### src/rtl/if_fetch.sv
// Instruction fetch stage: PC, IF/ID register and redirect/drain/halt FSM.
// Optional IF_PERF_CNT_EN adds saturating fetch and bubble counters.
module if_fetch #(
  parameter logic [15:0] RESET_PC  = 16'h0000,
  parameter logic [15:0] NOP_INSTR = 16'h0000,
  parameter logic [3:0]  HLT_OP    = 4'hF
) (
  input  logic        clk,
  input  logic        rst_n,
  input  logic        stall,
  input  logic        j_ctrl,
  input  logic [15:0] j_pc,
  input  logic        br_taken,
  input  logic [15:0] br_pc,
  input  logic        imem_rdy,
  input  logic [15:0] imem_instr,
  output logic        imem_re,
  output logic [15:0] imem_addr,
  output logic [15:0] instr,
  output logic [15:0] pc,
  output logic        valid,
  output logic        hlt_fetched
`ifdef IF_PERF_CNT_EN
  ,
  output logic [15:0] fetch_cnt,
  output logic [15:0] bubble_cnt
`endif
);

  typedef enum logic [1:0] {
    FETCH,
    DRAIN,
    HALT
  } state_t;

  state_t      state_q, state_d;
  logic [15:0] pc_q, pc_d;
  logic [15:0] pend_q, pend_d;
  logic [15:0] tgt;
  logic [15:0] instr_d, link_d;
  logic        valid_d, hlt_d;
  logic        ifid_ld;
  logic        accept;

  assign imem_re   = (state_q != HALT);
  assign imem_addr = pc_q;

  always_comb begin
    state_d = state_q;
    pc_d    = pc_q;
    pend_d  = pend_q;
    tgt     = br_taken ? br_pc : j_pc;
    instr_d = NOP_INSTR;
    link_d  = pc;
    valid_d = 1'b0;
    hlt_d   = hlt_fetched;
    ifid_ld = 1'b0;
    accept  = 1'b0;
    unique case (state_q)
      FETCH: begin
        if (br_taken || (j_ctrl && !stall)) begin
          ifid_ld = 1'b1;
          if (imem_rdy) begin
            pc_d = tgt;
          end else begin
            // request still in flight: park target until it returns
            pend_d  = tgt;
            state_d = DRAIN;
          end
        end else if (!stall) begin
          ifid_ld = 1'b1;
          if (imem_rdy) begin
            accept  = 1'b1;
            instr_d = imem_instr;
            link_d  = pc_q + 16'd1;
            valid_d = 1'b1;
            pc_d    = pc_q + 16'd1;
            if (imem_instr[15:12] == HLT_OP) begin
              state_d = HALT;
              hlt_d   = 1'b1;
            end
          end
        end
      end
      DRAIN: begin
        if (br_taken) begin
          pend_d  = br_pc;
          ifid_ld = 1'b1;
        end else if (!stall) begin
          ifid_ld = 1'b1;
        end
        if (imem_rdy) begin
          pc_d    = br_taken ? br_pc : pend_q;
          state_d = FETCH;
        end
      end
      HALT: begin
        if (br_taken) begin
          pc_d    = br_pc;
          state_d = FETCH;
          hlt_d   = 1'b0;
          ifid_ld = 1'b1;
        end else if (!stall) begin
          ifid_ld = 1'b1;
        end
      end
      default: begin
        state_d = FETCH;
      end
    endcase
  end

  always_ff @(posedge clk or negedge rst_n) begin
    if (!rst_n) begin
      state_q     <= FETCH;
      pc_q        <= RESET_PC;
      pend_q      <= RESET_PC;
      instr       <= NOP_INSTR;
      pc          <= 16'h0000;
      valid       <= 1'b0;
      hlt_fetched <= 1'b0;
    end else begin
      state_q     <= state_d;
      pc_q        <= pc_d;
      pend_q      <= pend_d;
      hlt_fetched <= hlt_d;
      if (ifid_ld) begin
        instr <= instr_d;
        pc    <= link_d;
        valid <= valid_d;
      end
    end
  end

`ifdef IF_PERF_CNT_EN
  always_ff @(posedge clk or negedge rst_n) begin
    if (!rst_n) begin
      fetch_cnt  <= 16'h0000;
      bubble_cnt <= 16'h0000;
    end else begin
      if (accept && fetch_cnt != 16'hFFFF)
        fetch_cnt <= fetch_cnt + 16'd1;
      if (!valid && state_q != HALT && bubble_cnt != 16'hFFFF)
        bubble_cnt <= bubble_cnt + 16'd1;
    end
  end
`else
  logic unused_accept;
  assign unused_accept = accept;
`endif

endmodule

### config.mk
export PLATFORM = sky130hd
export DESIGN_NAME = if_fetch
export DESIGN_NICKNAME = d
export VERILOG_FILES = /design/src/rtl/if_fetch.sv
export SDC_FILE = /design/constraint.sdc
export NUM_CORES = 1
export LEC_CHECK = 0
export CORE_MARGIN = 5
export CORE_UTILIZATION = 49
export CTS_CLUSTER_SIZE = 20
export DETAILED_ROUTE_END_ITERATION = 6
export GPL_ROUTABILITY_DRIVEN = 0
export PLACE_DENSITY = 0.8
export SLEW_MARGIN = 20
export SYNTH_ARGS = -nofsm -noshare
export SYNTH_HDL_FRONTEND = slang
export SYNTH_SLANG_ARGS = --single-unit
export TNS_END_PERCENT = 1
### constraint.sdc
create_clock -name clk -period 2.5 [get_ports clk]
set_input_delay 0.25 -clock clk [delete_from_list [all_inputs] [get_ports clk]]
set_output_delay 0.25 -clock clk [all_outputs]
set_load 0.02 [all_outputs]
==> results of run 1 <==
## cells in the final DEF, fill, tap and decap left out, types with 12 or more instances in the layout
cell type	n
inv_1	13
nand2_1	52
dfrtp_1	68
o211ai_1	14
nor2_1	45
a22oi_1	17
clkdlybuf4s50_1	102
buf_4	20
a21oi_1	30
mux2i_1	19
a22o_1	18
o21ai_0	12
## metrics by stage
stage	hold WS, ps	instances	worst slack, ps	power [mW]
after floorplan	-45.6	438	429	3.80
after global placement	458	634	298	4.99
after detailed placement	483	634	247	5.10
after CTS	129	650	248	5.89
after global routing	185	650	60.4	6.28
final	113	650	196	5.88
## path summary, 6_finish.rpt
path                       startpoint           end  slack (ps)  cells after the start
max in group asynchronous       rst_n     pend_q[6]        1850                      2
min reg2reg                     valid         valid         490                      1
min                             rst_n         pc[8]         110                      2
max                        state_q[0]  imem_addr[7]         200                      7
max reg2reg                state_q[0]  imem_addr[7]         200                      7
min in group clk              j_pc[2]     pend_q[2]         490                      3
## logic make-up (layout without fill, tap and decap cells)
logic type / Yosys count / after routing / synth area share, %
and+or+nand+nor: 137 / 137 / 15.5
DFF: 68 / 68 / 42.6
muxes: 27 / 27 / 7.01
xor gates and xnor gates: 14 / 14 / 3.07
adders and majority gates: 5 / 5 / 1.56
AOI/OAI and AO/OA: 138 / 138 / 24.8
buffers and inverters: 49 / 156 / 5.51
## metal layers
metal  vias to the layer above  wire (um)  GRT usage (%)
li1                       1822          -              -
met1                      1829       4980           31.5
met2                       176       5480           37.8
met3                        20        861           4.66
met4                         0        142           5.70
met5                         -          0              0
## registers in the layout, summed over array words and instances, names as in the netlist
| name | cells |
|---|---|
| state_q | 2 |
| pc | 16 |
| valid | 1 |
| imem_addr | 16 |
| instr | 16 |
| hlt_fetched | 1 |
| pend_q | 16 |
## cell usage after synthesis (4+ instances only)
| library cell | count |
|---|---|
| o21ai_0 | 12 |
| a31oi_1 | 5 |
| inv_1 | 13 |
| xor2_1 | 4 |
| a2111oi_0 | 5 |
| mux2_2 | 8 |
| ha_1 | 5 |
| nand2_1 | 52 |
| a221o_1 | 4 |
| a211oi_1 | 5 |
| nand4_1 | 10 |
| buf_2 | 11 |
| dfrtp_1 | 68 |
| xnor2_1 | 10 |
| nor3_1 | 6 |
| a22oi_1 | 17 |
| a22o_1 | 18 |
| nor2_1 | 45 |
| nand3_1 | 11 |
| clkbuf_1 | 20 |
| mux2i_1 | 19 |
| a21oi_1 | 30 |
| o211ai_1 | 14 |
## cell type report
class / instances / share of cell area (%)
repair buffers: 126 / 22.8
multi-input cells: 321 / 38.9
clock inverters: 4 / 0.492
flip-flops and latches: 68 / 31.8
clock buffers: 12 / 2.53
inverters: 14 / 0.983
well taps: 105 / 2.46
## power by group
group	total, mW	internal (mW)	switching [mW]
Sequential	1.98	1.53	0.453
Combinational	3.12	1.43	1.69
Clock	0.782	0.360	0.423
==> impl_metrics.env, run 1 <==
export IMPL_outcome="finished, final reports clean"
export IMPL_critPathSlowestCell="a2111oi_0"
export IMPL_finalClockSkew_ps=11.7
export IMPL_syn_to_final_growth_pct=33.7
export IMPL_postCtsHoldBufs=0
export IMPL_grt_util_all_layers_pct=23.1
export IMPL_critical_path_class="register to register"
export IMPL_coreArea_um2=8090
export IMPL_arrival_ps=2580
export IMPL_firstDrtPassIters=5
export IMPL_rsz0062_at_grt="false"
export IMPL_dp_hpwl_mm=8.53
export IMPL_post_route_util_pct=66.0
export IMPL_multi_input_area_um2=2080
export IMPL_p_leak_nw=2.22
export IMPL_clk_insertion_delay_late_ps=340
export IMPL_yosysTopAreaCellShare_pct=42.6
export IMPL_drive_gt1_share_pct=9.36
export IMPL_diodes=0
export IMPL_tns_ps=0
export IMPL_antenna_found_initial=0
export IMPL_postRouteAntennaNets=0
export IMPL_overflow=0
export IMPL_synth_area_leader_cell="dfrtp_1"
export IMPL_ys_ff_latch=68
export IMPL_routed_wl_mm=11.5
export IMPL_finalSetupViolations=0
export IMPL_hold_viol=0
export IMPL_worstSetupStartpointType="register"
export IMPL_die_height_um=100
export IMPL_grt_pass1_wl_mm=18.5
export IMPL_drcViolationCount=0
export IMPL_max_stage_delay_ps=500
export IMPL_period_needed_ps=2300
export IMPL_crit_chain="inv_1, ha_1, a21oi_1, o22ai_1, a211o_1, a2111oi_0, a221o_1"
export IMPL_slew_limit_headroom_pct=43.1
export IMPL_worstSetupEndpointType="register"
export IMPL_synth_edf_count=0
export IMPL_dpl_cell_area_um2=5180
export IMPL_vias=3847
export IMPL_yosys_warnings=0
export IMPL_dr_first_iter_drc_count=280
export IMPL_async_flop_share_pct=100
export IMPL_wl_per_cell_um=17.6
export IMPL_die_w_um=100
export IMPL_grt_max_degree=69
export IMPL_final_max_slew_viol_count=0
export IMPL_ioPinCount=105
export IMPL_cts_num_sinks=68
export IMPL_cts_tree="done"
export IMPL_powerDensity_nw_per_um2=1100
export IMPL_syn_instance_count=438
export IMPL_avgViaCountPerCell=5.92
export IMPL_final_area_um2=5350
export IMPL_crit_buf_inv=1
export IMPL_cts_clk_slew_worst_paths_ps=70
export IMPL_rows=33
export IMPL_cap_violations=0
export IMPL_htreeDepth=3
export IMPL_worst_slew_pin_slew_ps=854
export IMPL_fmax_ghz=0.434
export IMPL_ys_types=49
export IMPL_ys_flop_type="dfrtp_1"
export IMPL_worstPathMaxFanout=18
export IMPL_grt_pass1_vias=3685
export IMPL_cp_top_family="compound AO/OA/AOI/OAI gates"
export IMPL_syn_nets=497
export IMPL_fin_crit_sh_pct=92.2
export IMPL_cts_resized=0
export IMPL_synth_area_um2=4000
export IMPL_hold_path_class="primary input to async pin"
export IMPL_netlist_top_cells_area="dfrtp_1, nand2_1, mux2i_1"
export IMPL_dieArea_um2=10100
export IMPL_port_buffers=104
export IMPL_nNetsFinal=599
export IMPL_start_util_pct=49.4
export IMPL_synth_seq_area_share_pct=42.6
export IMPL_synth_area_per_cell_um2=9.13
export IMPL_ir_drop_uv=422
export IMPL_fillCellCount=667
export IMPL_cts_setup_buffers=0
export IMPL_cts_made_buffers=9
export IMPL_cp_data_required_time_ps=2780
export IMPL_seq_area_um2=1700
export IMPL_cts_buffer_depth=2
export IMPL_cts_root_buf="clkbuf_8"
Power figures use the tool's default switching activity.
==> run 2: changes to the inputs <==
CORE_MARGIN = unset   (was 5)
clock period = 2.3 ns   (was 2.5 ns; I/O delays follow)
==> run 2 against run 1 <==
  * Power increased by 14%
  * Global-route usage is 4.6 points higher
  * Via count increased by 1.9%
  * Critical path type is now register to primary output
  * Critical endpoint is now imem_re
==> impl_metrics.env, run 2 (synthesis results as in run 1) <==
export IMPL_outcome="finished, final reports clean"
export IMPL_p_sw_share_pct=42.4
export IMPL_cts_root_buf="clkbuf_8"
export IMPL_fin_crit_sh_pct=95.6
export IMPL_finalWorstSetupSlack_ps=100
export IMPL_clk_insertion_delay_late_ps=350
export IMPL_rsz0062_at_grt="false"
export IMPL_seqPwrFrac_pct=31.9
export IMPL_arrival_ps=1970
export IMPL_grt_max_degree=42
export IMPL_nNetsFinal=608
export IMPL_max_stage_delay_ps=610
export IMPL_grt_util_all_layers_pct=27.7
export IMPL_p_int_mw=3.87
export IMPL_hold_path_class="primary input to async pin"
export IMPL_pre_cts_ws_ps=-74.8
export IMPL_ioPinCount=105
export IMPL_grt_pass1_wl_mm=18.5
export IMPL_firstDrtPassIters=4
export IMPL_slew_limit_headroom_pct=40.9
export IMPL_dpl_cell_area_um2=5260
export IMPL_worstPathMaxFanout=17
export IMPL_worst_slew_pin_slew_ps=886
export IMPL_final_common_cell="clkdlybuf4s50_1"
export IMPL_powerDensity_nw_per_um2=1220
export IMPL_p_leak_nw=2.30
export IMPL_cts_tree="done"
export IMPL_dp_hpwl_mm=8.24
export IMPL_avgViaCountPerCell=5.98
export IMPL_coreArea_um2=7810
export IMPL_htreeDepth=3
export IMPL_postRouteAntennaNets=0
export IMPL_port_buffers=104
export IMPL_wl_per_cell_um=17.4
export IMPL_die_w_um=92.3
export IMPL_hold_viol=0
export IMPL_rows=32
export IMPL_worstSetupEndpointType="primary output"
export IMPL_dieArea_um2=8530
export IMPL_final_area_um2=5500
export IMPL_critPathSlowestCell="clkdlybuf4s50_1"
export IMPL_dr_first_iter_drc_count=253
export IMPL_cp_data_required_time_ps=2070
export IMPL_cts_clk_slew_worst_paths_ps=70
export IMPL_p_sw_mw=2.85
export IMPL_critical_path_class="register to primary output"
export IMPL_final_max_slew_viol_count=0
export IMPL_worstSetupStartpointType="register"
export IMPL_vias=3922
export IMPL_routed_wl_mm=11.4
export IMPL_fmax_ghz=0.455
export IMPL_cts_setup_buffers=0
export IMPL_crit_chain="inv_1, ha_1, buf_4, inv_1, clkdlybuf4s50_1"
export IMPL_clkPwrFrac_pct=16.2
export IMPL_cpMostUsedCell="inv_1"
export IMPL_cap_violations=0
export IMPL_die_height_um=92.3
export IMPL_overflow=0
export IMPL_cts_num_sinks=68
export IMPL_cts_made_buffers=9
export IMPL_final_cell_mix="clkdlybuf4s50_1, dfrtp_1, nand2_1"
export IMPL_period_needed_ps=2200
export IMPL_start_util_pct=51.2
export IMPL_finalSetupViolations=0
export IMPL_drcViolationCount=0
export IMPL_diodes=0
export IMPL_combPwrFrac_pct=51.9
export IMPL_cts_buffer_depth=2
export IMPL_cp_startpoint="state_q[0]"
export IMPL_drive_gt1_share_pct=12.3
export IMPL_ir_drop_uv=510
export IMPL_r2r_start="state_q[0]"
export IMPL_tns_ps=0
export IMPL_power_mw=6.71
export IMPL_antenna_found_initial=0
export IMPL_grt_pass1_vias=3666
export IMPL_syn_to_final_growth_pct=37.4
export IMPL_finalClockSkew_ps=8.85
[run 2: cell count changes in the layout (fill, tap and decap cells not counted), sizes merged]
cell and change:
buf +9, bufinv +2, clkbuf -3, clkinv +1
[run 2: worst max-delay path: cells and delay by family, from the launching register on]
kind       cells  cell delay, ps
flops          1             400
buf+inv        4            1000
fa+ha+maj      1             220
[run 2: metrics by stage]
step	utilization [%]	hold slack, ps	std cells
floorplan	-	-65.6	438
global placement	67.4	404	640
detailed placement	67.4	399	640
CTS	70.2	27.3	656
global route	70.4	81.5	656
finish	70.4	4.96	656
[run 2: worst paths after layout]
path                                       to  cells after the start  slack [ps]
worst max-delay path                  imem_re                      5         100
worst min-delay path                 instr[9]                      1           5
worst max register to register   imem_addr[4]                      7         140
worst min register to register          valid                      1         490
max in group asynchronous       imem_addr[13]                      2        1620
min in group clk                   state_q[1]                      4         390
[run 2: final cells by class]
type                            count  area (um2)
Fill cell                         625        2310
Inverter                           14        52.6
Timing Repair Buffer              135        1300
Multi-Input combinational cell    321        2100
Tap cell                          102         128
Sequential cell                    68        1700
Clock buffer                        9         124
Clock inverter                      7        91.3
[run 2: what timing repair did]
action                                  CTS  global route
endpoints found under the setup margin   15            10
cloned                                    0             0
endpoints found under the hold margin     0             0
hold buffers                              0             0
gates resized for setup                   1             7
[run 2: power groups by stage]
stage	registers, mW	logic [mW]	clock network (mW)
floorplan	2.38	1.74	0
global placement	2.11	3.30	0
detailed placement	2.15	3.40	0
CTS	2.13	3.43	1.10
global route	2.21	3.78	1.14
finish	2.14	3.48	1.09
[run 2: layer usage]
| layer | track usage [%] | wire (um) |
|---|---|---|
| met3 | 5.09 | 948 |
| met4 | 10.5 | 150 |
| met2 | 43.8 | 5410 |
| met5 | 0 | 0 |
| met1 | 37.8 | 4880 |
==> run 3: changes to the inputs <==
CORE_UTILIZATION = 48   (was 49)
PLACE_DENSITY = 0.79   (was 0.8)
RECOVER_POWER = 25   (was unset)
SLEW_MARGIN = unset   (was 20)
==> run 3 against run 2 <==
  * Critical path depth unchanged
  * Clock power about the same
  * Worst hold slack improved by 410 ps
  * Critical endpoint unchanged
  * Largest cell class unchanged
  * Highest routed layer unchanged
==> impl_metrics.env, run 3 (synthesis results as in run 1) <==
export IMPL_period_needed_ps=2210
export IMPL_hold_viol=0
export IMPL_grt_util_all_layers_pct=28.5
export IMPL_worst_slew_pin_slew_ps=1440
export IMPL_fmax_ghz=0.453
export IMPL_post_route_util_pct=69.4
export IMPL_multi_input_area_um2=2080
export IMPL_dieArea_um2=8700
export IMPL_coreArea_um2=7890
export IMPL_max_stage_delay_ps=600
export IMPL_finalSetupViolations=0
export IMPL_firstDrtPassIters=5
export IMPL_rsz0062_at_grt="false"
export IMPL_cts_num_sinks=68
export IMPL_htreeDepth=3
export IMPL_worstPathMaxFanout=17
export IMPL_worstSetupStartpointType="register"
export IMPL_syn_to_final_growth_pct=36.8
export IMPL_ioPinCount=105
export IMPL_finalClockSkew_ps=13.8
export IMPL_postRouteAntennaNets=0
export IMPL_outcome="finished, final reports clean"
export IMPL_crit_chain="inv_1, ha_1, buf_4, inv_1, clkdlybuf4s50_1"
export IMPL_fin_hold_ws_ps=419
export IMPL_cts_buffer_depth=2
export IMPL_crit_buf_inv=4
export IMPL_cts_setup_buffers=0
export IMPL_wl_per_cell_um=18.1
export IMPL_ir_drop_uv=523
export IMPL_p_leak_nw=2.28
export IMPL_clk_insertion_delay_late_ps=340
export IMPL_final_cell_mix="clkdlybuf4s50_1, dfrtp_1, nand2_1"
export IMPL_cts_root_buf="clkbuf_8"
export IMPL_min_delay_start="br_taken"
export IMPL_final_common_cell="clkdlybuf4s50_1"
export IMPL_fin_crit_sh_pct=96.1
export IMPL_critical_path_class="register to primary output"
export IMPL_cap_violations=0
export IMPL_worstSetupEndpointType="primary output"
export IMPL_drcViolationCount=0
export IMPL_die_height_um=93.3
export IMPL_diodes=0
export IMPL_cts_tree="done"
export IMPL_dp_hpwl_mm=8.51
export IMPL_power_mw=6.74
export IMPL_grt_pass1_vias=3889
export IMPL_r2r_start="state_q[1]"
export IMPL_overflow=0
export IMPL_cts_made_buffers=9
export IMPL_r2r_end="imem_addr[0]"
export IMPL_cpMostUsedCell="inv_1"
export IMPL_final_max_slew_viol_count=0
export IMPL_seq_area_um2=1700
export IMPL_dr_first_iter_drc_count=281
export IMPL_routed_wl_mm=11.8
export IMPL_avgViaCountPerCell=6.12
export IMPL_vias=4011
export IMPL_cp_data_required_time_ps=2070
export IMPL_antenna_found_initial=0
export IMPL_drive_gt1_share_pct=11.4
export IMPL_slew_limit_headroom_pct=3.83
export IMPL_grt_pass1_wl_mm=19.3
export IMPL_rows=32
export IMPL_cts_clk_slew_worst_paths_ps=80
export IMPL_hold_path_class="primary input to register"
export IMPL_nNetsFinal=607
export IMPL_grt_max_degree=44
export IMPL_hold_end="pend_q[11]"
export IMPL_hold_depth=3
export IMPL_rrSetupSlack_ps=130
export IMPL_cp_top_family="buffers and inverters"
export IMPL_fillCellCount=637
export IMPL_powerDensity_nw_per_um2=1230
export IMPL_critPathSlowestCell="clkdlybuf4s50_1"
export IMPL_arrival_ps=1980
export IMPL_die_w_um=93.3
export IMPL_port_buffers=104
export IMPL_reg2reg_depth=7
export IMPL_start_util_pct=50.7
-- run 3: cell count changes in the layout (fill, tap and decap cells not counted), sizes merged --
| cell | before | now |
|---|---|---|
| clkinvlp | 1 | 2 |
| buf | 33 | 30 |
| dlygate4sd3 | 0 | 1 |
| clkbuf | 9 | 10 |
| clkinv | 4 | 1 |
| inv | 14 | 16 |
-- run 3: cell type report --
cell class                 instances  share of cell area [%]
clock buffer                       9                    2.26
clock inverter                     7                    1.78
inverter                          14                   0.961
multi-input combinational        321                    38.1
sequential                        68                    31.1
tap                              102                    2.33
timing repair buffer             134                    23.4
-- run 3: what timing repair did --
| action | 4_1_cts | 5_1_grt |
|---|---|---|
| hold buffers | 1 | 0 |
| resized for setup | 1 | 3 |
| hold endpoints to repair | 25 | 0 |
| endpoints found under the setup margin | 15 | 21 |
-- run 3: worst max-delay path by stage --
stage	startpoint	to	slack [ps]	cells past startpoint
2_1_floorplan	state_q[0]	imem_addr[0]	230	9
3_3_place_gp	state_q[1]	pend_q[1]	70	7
3_5_place_dp	state_q[0]	pend_q[10]	-60	7
4_1_cts	state_q[1]	imem_addr[0]	30	7
5_1_grt	state_q[1]	imem_addr[0]	0.2	7
6_report	state_q[0]	imem_re	90	5
-- run 3: metrics by stage --
stage               std cells  setup WS (ps)  cell area (um2)  setup TNS, ps
finish                    655           90.8             5470              0
global route              655          0.191             5470              0
CTS                       655           31.7             5470              0
detailed placement        638          -64.0             5230           -487
global placement          638           66.3             5230              0
floorplan                 438            229             4000              0
-- run 3: power by group --
group	switching [mW]	internal [mW]
logic	1.89	1.58
registers	0.483	1.66
clock network	0.501	0.616
total	2.88	3.86
-- run 3: tightest hold or removal path, cell delays in order --
cell,delay [ps]
buf_2,210
a21oi_1,160
a221o_1,120
-- run 3: routing by layer --
metal | up-vias | track usage [%] | share of wire [%]
met5 | - | 0 | 0
met4 | 0 | 9.10 | 2.1
met3 | 28 | 5.77 | 7.5
met2 | 212 | 46.6 | 48
met1 | 1941 | 38.0 | 43
li1 | 1830 | - | -
